<file path="src/rtl/cpu_pkg.sv">
// rtl/cpu_pkg.sv - shared types and constants for the fetch stage
package cpu_pkg;

  localparam int INSTR_W = 8;
  localparam logic [INSTR_W-1:0] HALT_OPCODE_DEF = 8'hFF;

  typedef enum logic [1:0] {
    IDLE   = 2'd0,
    FETCH  = 2'd1,
    HALTED = 2'd2
  } fetch_state_e;

endpackage

</file>
<file path="src/rtl/inst_fetch_if.sv">
// rtl/inst_fetch_if.sv - program memory and decoder-side signals of the fetch stage
interface inst_fetch_if
  import cpu_pkg::*;
#(
  parameter int ADDR_W = 8
);
  logic               mem_req;
  logic [ADDR_W-1:0]  mem_addr;
  logic               mem_ack;
  logic [INSTR_W-1:0] mem_rdata;
  logic               stall;
  logic [INSTR_W-1:0] instr;
  logic               instr_valid;

  modport master (
    output mem_req, mem_addr, instr, instr_valid,
    input  mem_ack, mem_rdata, stall
  );

  modport slave (
    input  mem_req, mem_addr, instr, instr_valid,
    output mem_ack, mem_rdata, stall
  );
endinterface

</file>
<file path="src/rtl/inst_fetch.sv">
// rtl/inst_fetch.sv - PC, byte fetch over req/ack, registered instruction with valid
module inst_fetch
  import cpu_pkg::*;
#(
  parameter int                  ADDR_W      = 8,
  parameter logic [ADDR_W-1:0]   RESET_PC    = '0,
  parameter logic [INSTR_W-1:0]  HALT_OPCODE = HALT_OPCODE_DEF
) (
  input  logic              i_clk,
  input  logic              i_rst_n,
  input  logic              i_en,
  input  logic              i_redirect,
  input  logic [ADDR_W-1:0] i_redirect_addr,
  output logic [ADDR_W-1:0] o_pc,
  output logic              o_halted,
  inst_fetch_if.master      bus
);

  fetch_state_e       r_state, w_state_nxt;
  logic [ADDR_W-1:0]  r_pc, w_pc_nxt;
  logic [INSTR_W-1:0] r_instr, w_instr_nxt;
  logic               r_valid, w_valid_nxt;
  logic               w_req, w_accept, w_consume, w_redirect;

  // Request is withheld while a held instruction is stalled, so acks then are ignored.
  assign w_req      = (r_state == FETCH) && !(r_valid && bus.stall) && !i_redirect;
  assign w_accept   = w_req && bus.mem_ack;
  assign w_consume  = r_valid && !bus.stall;
  assign w_redirect = i_redirect && (r_state != IDLE);

  always_ff @(posedge i_clk or negedge i_rst_n) begin
    if (!i_rst_n) begin
      r_state <= IDLE;
      r_pc    <= RESET_PC;
      r_instr <= '0;
      r_valid <= 1'b0;
    end else begin
      r_state <= w_state_nxt;
      r_pc    <= w_pc_nxt;
      r_instr <= w_instr_nxt;
      r_valid <= w_valid_nxt;
    end
  end

  always_comb begin
    w_state_nxt = r_state;
    w_pc_nxt    = r_pc;
    w_instr_nxt = r_instr;
    w_valid_nxt = r_valid;

    case (r_state)
      IDLE:    if (i_en) w_state_nxt = FETCH;
      FETCH:   if (w_accept && (bus.mem_rdata == HALT_OPCODE)) w_state_nxt = HALTED;
      HALTED:  w_state_nxt = HALTED;
      default: w_state_nxt = IDLE;
    endcase

    // Priority: redirect > accept > consume.
    if (w_redirect) begin
      w_state_nxt = FETCH;
      w_pc_nxt    = i_redirect_addr;
      w_valid_nxt = 1'b0;
    end else if (w_accept) begin
      w_instr_nxt = bus.mem_rdata;
      w_valid_nxt = 1'b1;
      w_pc_nxt    = r_pc + 1'b1;
    end else if (w_consume) begin
      w_valid_nxt = 1'b0;
    end
  end

  assign bus.mem_req     = w_req;
  assign bus.mem_addr    = r_pc;
  assign bus.instr       = r_instr;
  assign bus.instr_valid = r_valid;
  assign o_pc            = r_pc;
  assign o_halted        = (r_state == HALTED);

endmodule

</file>
<file path="src/flat_wrapper.sv">
// flat-port wrapper written by rule: the top's interface ports become plain ports
module inst_fetch_flat import cpu_pkg::*;
#(
  parameter int                  ADDR_W      = 8,
  parameter logic [ADDR_W-1:0]   RESET_PC    = '0,
  parameter logic [INSTR_W-1:0]  HALT_OPCODE = HALT_OPCODE_DEF
)
  (i_clk, i_rst_n, i_en, i_redirect, i_redirect_addr, o_pc, o_halted, bus_mem_req, bus_mem_addr, bus_instr, bus_instr_valid, bus_mem_ack, bus_mem_rdata, bus_stall);
  inst_fetch_if #(.ADDR_W(ADDR_W)) bus_i ();
  input  logic i_clk;
  input  logic i_rst_n;
  input  logic i_en;
  input  logic i_redirect;
  input  logic [ADDR_W-1:0] i_redirect_addr;
  output logic [ADDR_W-1:0] o_pc;
  output logic o_halted;
  output wire logic [$bits(bus_i.mem_req)-1:0] bus_mem_req;
  output wire logic [$bits(bus_i.mem_addr)-1:0] bus_mem_addr;
  output wire logic [$bits(bus_i.instr)-1:0] bus_instr;
  output wire logic [$bits(bus_i.instr_valid)-1:0] bus_instr_valid;
  input wire logic [$bits(bus_i.mem_ack)-1:0] bus_mem_ack;
  input wire logic [$bits(bus_i.mem_rdata)-1:0] bus_mem_rdata;
  input wire logic [$bits(bus_i.stall)-1:0] bus_stall;
  assign bus_mem_req = bus_i.mem_req;
  assign bus_mem_addr = bus_i.mem_addr;
  assign bus_instr = bus_i.instr;
  assign bus_instr_valid = bus_i.instr_valid;
  assign bus_i.mem_ack = bus_mem_ack;
  assign bus_i.mem_rdata = bus_mem_rdata;
  assign bus_i.stall = bus_stall;
  inst_fetch #(.ADDR_W(ADDR_W), .RESET_PC(RESET_PC), .HALT_OPCODE(HALT_OPCODE)) u_core (.i_clk(i_clk), .i_rst_n(i_rst_n), .i_en(i_en), .i_redirect(i_redirect), .i_redirect_addr(i_redirect_addr), .o_pc(o_pc), .o_halted(o_halted), .bus(bus_i));
endmodule
</file>
<file path="config.mk">
export PLATFORM = sky130hd
export DESIGN_NAME = inst_fetch_flat
export DESIGN_NICKNAME = d
export VERILOG_FILES = /design/src/rtl/cpu_pkg.sv /design/src/rtl/inst_fetch_if.sv /design/src/rtl/inst_fetch.sv /design/src/flat_wrapper.sv
export SDC_FILE = /design/constraint.sdc
export NUM_CORES = 1
export LEC_CHECK = 0
export CORE_MARGIN = 2
export CORE_UTILIZATION = 44
export CTS_BUF_LIST = sky130_fd_sc_hd__clkbuf_8 sky130_fd_sc_hd__clkbuf_16
export DETAILED_ROUTE_END_ITERATION = 6
export HOLD_SLACK_MARGIN = 0.08
export PLACE_DENSITY = 0.95
export SLEW_MARGIN = 40
export SYNTH_ARGS = -nofsm -noshare
export SYNTH_HDL_FRONTEND = slang
export SYNTH_SLANG_ARGS = --single-unit
</file>
<file path="constraint.sdc">
create_clock -name i_clk -period 3.8 [get_ports i_clk]
set_input_delay 1.14 -clock i_clk [delete_from_list [all_inputs] [get_ports i_clk]]
set_output_delay 1.14 -clock i_clk [all_outputs]
set_load 0.01 [all_outputs]
</file>
==> flow_metrics.env, run 1 <==
export IMPL_crit_required_ns=2.66
export IMPL_ios=49
export IMPL_ys_flop_type="dfrtp_1"
export IMPL_synth_most_common_cell="nand2_1"
export IMPL_leakage_nw=0.679
export IMPL_netlist_area_leader_share=0.441
export IMPL_yosysTopAreaCell="dfrtp_1"
export IMPL_p_per_area_nw_per_um2=751
export IMPL_timing_fmax_mhz=276
export IMPL_ys_top_cells_by_area="dfrtp_1 44%, nand2_1 11%, buf_4 5.6%, ha_1 4.6%, nor3_1 3.2%"
export IMPL_r2r_start="u_core.r_state[1]"
export IMPL_max_vdd_ir_drop_uv=426
export IMPL_ctsHoldBuffers=0
export IMPL_r2r_end="u_core.r_state[1]"
export IMPL_synthDistinctLibCells=31
export IMPL_max_cap_violations=0
export IMPL_clk_latency_ns=0.26
export IMPL_track_usage=0.223
export IMPL_status="finished, final reports clean"
export IMPL_start_kind="input port"
export IMPL_syn_area_sq_um=1080
export IMPL_reg2reg_depth=7
export IMPL_async_reset_ff_frac=1.00
export IMPL_cts_setup_buffers=0
export IMPL_period_needed_ns=3.63
export IMPL_vias_per_cell=5.47
export IMPL_maxSlewViolCount=0
export IMPL_fin_setup_tns_ns=0
export IMPL_numPortBuffers=48
export IMPL_die_height_um=53.5
export IMPL_synth_warnings=0
export IMPL_numCtsBuffers=3
export IMPL_hold_start="u_core.bus.instr[1]"
export IMPL_ant_nets=0
export IMPL_grt_overflow=0
export IMPL_fp_dieArea_sq_um=2860
export IMPL_drt_iter0_drc=24
export IMPL_r2r_setup_slack_ns=1.74
export IMPL_post_drt_wl_per_cell_um=14.1
export IMPL_drive_above_1_share=0.0602
export IMPL_worstSetupPathType="input port to output port"
export IMPL_whs_path_depth=2
export IMPL_drt_total_wl_um=2730
export IMPL_row_count=17
export IMPL_tightest_slew_ns=0.443
export IMPL_cts_max_level=1
export IMPL_utilization=0.698
export IMPL_synth_nets=149
export IMPL_syn_to_final_growth_pct=45.9
export IMPL_cts_max_path_buffers=2
export IMPL_fin_worst_skew_ns=0.00822
export IMPL_period_share=0.954
export IMPL_antenna_found_initial=0
export IMPL_drc=0
export IMPL_gp_congestion=0.831
export IMPL_crit_path_end_kind="output port"
export IMPL_avgSynthCellArea_sq_um=8.77
export IMPL_clkTransAtPathRegs_ns=0.08
export IMPL_grt_pass1_wl_um=4630
export IMPL_rsz0062_at_grt="no"
export IMPL_start_util=0.478
export IMPL_dr_pass1_iters=4
export IMPL_synthCells=123
export IMPL_clock_sinks=19
export IMPL_synth_common_cells="32 x nand2_1, 19 x dfrtp_1, 8 x buf_4, 8 x nor2_1, 7 x nor3_1"
export IMPL_placed_cells=190
export IMPL_grt_start_max_net_pins=20
export IMPL_relSlewSlack=0.704
export IMPL_nets=193
export IMPL_ys_seq_area_frac=0.441
export IMPL_ys_ff_latch=19
export IMPL_num_antenna_cells=0
export IMPL_crit_fanout=5
export IMPL_die_w_um=53.5
export IMPL_cts_tree="built"
export IMPL_cts_root_buf="clkbuf_8"
export IMPL_setup_viol=0
export IMPL_synth_edf_count=0
export IMPL_cp_arrival_ns=2.49
export IMPL_core_area_sq_um=2250
export IMPL_hold_viol_final=0
export IMPL_final_cells=194
export IMPL_hold_path_end="u_core.bus.instr[1]"
export IMPL_hp_class="flip-flop to flip-flop"
export IMPL_vias=1062
export IMPL_dp_hpwl_um=2090
export IMPL_cts_resized=0
export IMPL_grt_pass1_vias=1103
-- final cells by class --
cell class | instances | area, sq um
sequential | 19 | 475
multi-input combinational | 88 | 504
inverter | 4 | 15.0
tap | 28 | 35.0
clock buffer | 3 | 41.3
clock inverter | 1 | 5.00
timing repair buffer | 51 | 498
fill | 187 | 681
-- worst max path at each step --
stage | from | depth (start not counted) | to
CTS | i_redirect | 4 | bus_mem_req
finish | i_redirect | 4 | bus_mem_req
floorplan | i_redirect | 3 | bus_mem_req
global placement | i_redirect | 4 | bus_mem_req
global route | i_redirect | 4 | bus_mem_req
detailed placement | i_redirect | 4 | bus_mem_req
-- worst max-delay path, cell delays in order --
cell and delay (ns):
clkdlybuf4s50_1 0.47, nand2b_1 0.20, a21oi_1 0.13, clkdlybuf4s50_1 0.55
-- metal layers --
layer | wire length [um] | global-route usage | part of all wire
met4 | 71 | 0.124 | 0.026
met5 | 0 | 0 | 0
met1 | 1010 | 0.243 | 0.37
met3 | 256 | 0.0395 | 0.094
met2 | 1390 | 0.403 | 0.51
-- layout by cell type, fill, tap and decap left out, types with 2 or more instances in the layout --
master            n
o21ai_0           5
xnor2_1           3
nand2_1          32
nand4_1           2
nor2_1            8
ha_1              4
nor4_1            2
nor3_1            7
buf_4             3
clkdlybuf4s50_1  47
a21oi_1           3
nor2b_1           3
a211oi_1          2
a221o_1           2
inv_1             4
clkbuf_8          3
nand3_1           3
dfrtp_1          19
-- stage by stage --
stage                     setup slack, ns  hold slack [ns]  cell area [sq um]  total power [mW]
after floorplan                      1.05            0.514               1080             0.742
after detailed placement            0.189            0.462               1530              1.04
after CTS                           0.165            0.491               1580              1.19
after global routing               0.0970            0.513               1570              1.27
after global placement              0.183            0.463               1530              1.01
final                               0.173            0.483               1570              1.18
-- logic make-up after synthesis --
kind of cell             count (synthesis)  synth area share
AND/OR/NAND/NOR                         62             0.259
flip-flops                              19             0.441
XOR/XNOR                                 3            0.0244
multiplexers                             1            0.0104
buffers and inverters                   16            0.0916
adder cells (fa/ha/maj)                  4            0.0464
AO/OA/AOI/OAI                           18             0.128
-- registers in the layout (all words and copies together) (netlist names) --
register	flops
u_core.r_state	2
u_core.bus.instr_valid	1
u_core.bus.mem_addr	8
u_core.bus.instr	8
-- report_power, final --
group | switching [mW] | leakage [nW] | total [mW] | internal [mW]
Clock | 0.0695 | 0.0255 | 0.143 | 0.0730
Combinational | 0.289 | 0.421 | 0.651 | 0.362
Sequential | 0.0935 | 0.232 | 0.388 | 0.295
Total | 0.452 | 0.679 | 1.18 | 0.730
(Power assumes the default switching activity.)
==> run 2, diff against run 1 <==
Settings changed: CELL_PAD_IN_SITES_DETAIL_PLACEMENT set to 0, CELL_PAD_IN_SITES_GLOBAL_PLACEMENT set to 1, CORE_UTILIZATION 44 to 31, PLACE_DENSITY 0.95 to 0.94.
==> flow_metrics.env, run 2 (synthesis results as in run 1) <==
export IMPL_antenna_found_initial=0
export IMPL_hold_viol_final=0
export IMPL_cp_startpoint="i_redirect"
export IMPL_leakage_nw=0.679
export IMPL_cts_root_buf="clkbuf_8"
export IMPL_period_share=0.961
export IMPL_gp_congestion=0.774
export IMPL_whs_path_depth=2
export IMPL_reg2reg_depth=7
export IMPL_relSlewSlack=0.640
export IMPL_p_per_area_nw_per_um2=737
export IMPL_numPortBuffers=48
export IMPL_r2r_start="u_core.r_state[1]"
export IMPL_fp_dieArea_sq_um=3970
export IMPL_p_sw_frac=0.381
export IMPL_setup_viol=0
export IMPL_switchingPower_mw=0.448
export IMPL_nets=193
export IMPL_internal_power_mw=0.729
export IMPL_layout_common_cells="47 x clkdlybuf4s50_1, 32 x nand2_1, 19 x dfrtp_1"
export IMPL_crit_path_end_kind="output port"
export IMPL_tightest_slew_ns=0.540
export IMPL_track_usage=0.155
export IMPL_ios=49
export IMPL_numCtsBuffers=3
export IMPL_max_cap_violations=0
export IMPL_combPwrFrac=0.552
export IMPL_syn_to_final_growth_pct=48.0
export IMPL_critPathTopFamily="buffers and inverters"
export IMPL_maxSlewViolCount=0
export IMPL_grt_start_max_net_pins=20
export IMPL_core_area_sq_um=3340
export IMPL_drt_total_wl_um=2850
export IMPL_clk_latency_ns=0.25
export IMPL_drc=0
export IMPL_status="finished, final reports clean"
export IMPL_period_needed_ns=3.65
export IMPL_cts_max_level=1
export IMPL_die_w_um=63.0
export IMPL_vias=1046
export IMPL_ant_nets=0
export IMPL_hold_path_end="u_core.bus.instr[0]"
export IMPL_drive_above_1_share=0.0602
export IMPL_row_count=21
export IMPL_cts_resized=0
export IMPL_cts_setup_buffers=0
export IMPL_fin_worst_skew_ns=0.00221
export IMPL_clock_sinks=19
export IMPL_grt_pass1_vias=1102
export IMPL_fin_hold_ws_ns=0.481
export IMPL_dp_hpwl_um=2220
export IMPL_critical_path_buf_inv_count=2
export IMPL_grt_overflow=0
export IMPL_fin_setup_tns_ns=0
export IMPL_fill_cells=335
export IMPL_path_cells="clkdlybuf4s50_1, nand2b_1, a21oi_1, clkdlybuf4s50_1"
export IMPL_clkTransAtPathRegs_ns=0.07
export IMPL_cp_arrival_ns=2.51
export IMPL_placed_cells=208
export IMPL_post_drt_wl_per_cell_um=13.4
export IMPL_start_kind="input port"
export IMPL_clkPwrFrac=0.120
export IMPL_final_common_cell="clkdlybuf4s50_1"
export IMPL_cpMostUsedCell="clkdlybuf4s50_1"
export IMPL_crit_required_ns=2.66
export IMPL_drt_iter0_drc=44
export IMPL_die_height_um=63.0
export IMPL_r2r_setup_slack_ns=1.74
export IMPL_vias_per_cell=4.93
export IMPL_dr_pass1_iters=4
export IMPL_timing_fmax_mhz=274
export IMPL_final_cells=212
export IMPL_cts_max_path_buffers=2
export IMPL_crit_fanout=5
export IMPL_start_util=0.323
export IMPL_seqPwrFrac=0.329
export IMPL_num_antenna_cells=0
export IMPL_hp_class="flip-flop to flip-flop"
export IMPL_max_vdd_ir_drop_uv=229
export IMPL_rsz0062_at_grt="no"
export IMPL_grt_pass1_wl_um=4960
export IMPL_worstSetupPathType="input port to output port"
export IMPL_final_area_sq_um=1600
export IMPL_place_area_sq_um=1550
export IMPL_slowest_delay_ns=0.55
export IMPL_r2r_end="u_core.r_state[1]"
export IMPL_cts_tree="built"
export IMPL_ctsHoldBuffers=0
export IMPL_hold_start="u_core.bus.instr[0]"
export IMPL_critPathSlowestCell="clkdlybuf4s50_1"
==> run 2: worst max path at each step <==
stage	end	slack, ns	cells past startpoint
floorplan	bus_mem_req	1.05	3
global placement	bus_mem_req	0.17	4
detailed placement	bus_mem_req	0.16	4
CTS	bus_mem_req	0.16	4
global route	bus_mem_req	0.01	4
finish	bus_mem_req	0.15	4
==> run 2: cell type report <==
type / instances / area (sq um) / area share
Clock buffer: 3 / 41.3 / 0.0259
Clock inverter: 1 / 5.00 / 0.00313
Inverter: 4 / 15.0 / 0.00940
Multi-Input combinational cell: 88 / 504 / 0.316
Sequential cell: 19 / 475 / 0.298
Tap cell: 46 / 57.6 / 0.0361
Timing Repair Buffer: 51 / 498 / 0.312
==> run 2: routing by layer <==
metal,GRT usage,vias to the layer above,wire length (um)
met5,0,-,0
met2,0.266,42,1360
met3,0.0234,4,173
met4,0.0944,0,55
met1,0.180,499,1250
li1,-,501,-
==> run 2: power by group through the flow <==
stage	logic, mW	clock network [mW]	registers, mW
4_1_cts	0.652	0.143	0.386
3_3_place_gp	0.636	0	0.384
2_1_floorplan	0.329	0	0.413
6_report	0.649	0.141	0.387
5_1_grt	0.711	0.153	0.400
3_5_place_dp	0.649	0	0.390
==> run 2: tightest hold or removal path, delay by kind of cell (launching register included) <==
kind             cells  cell delay (ns)
flip-flops           1             0.34
AND/OR/NAND/NOR      2             0.11
==> run 2: per-stage QoR <==
| step | worst slack [ns] | power, mW | util |
|---|---|---|---|
| after CTS | 0.158 | 1.18 | 0.478 |
| after global routing | 0.0114 | 1.26 | 0.478 |
| after global placement | 0.167 | 1.02 | 0.466 |
| after floorplan | 1.05 | 0.742 | - |
| after detailed placement | 0.158 | 1.04 | 0.465 |
| final | 0.149 | 1.18 | 0.478 |
==> run 3, diff against run 2 <==
Settings changed: CAP_MARGIN set to 20.
==> results of run 3 <==
The final DEF is identical to that of run 2; final timing and power are the same.
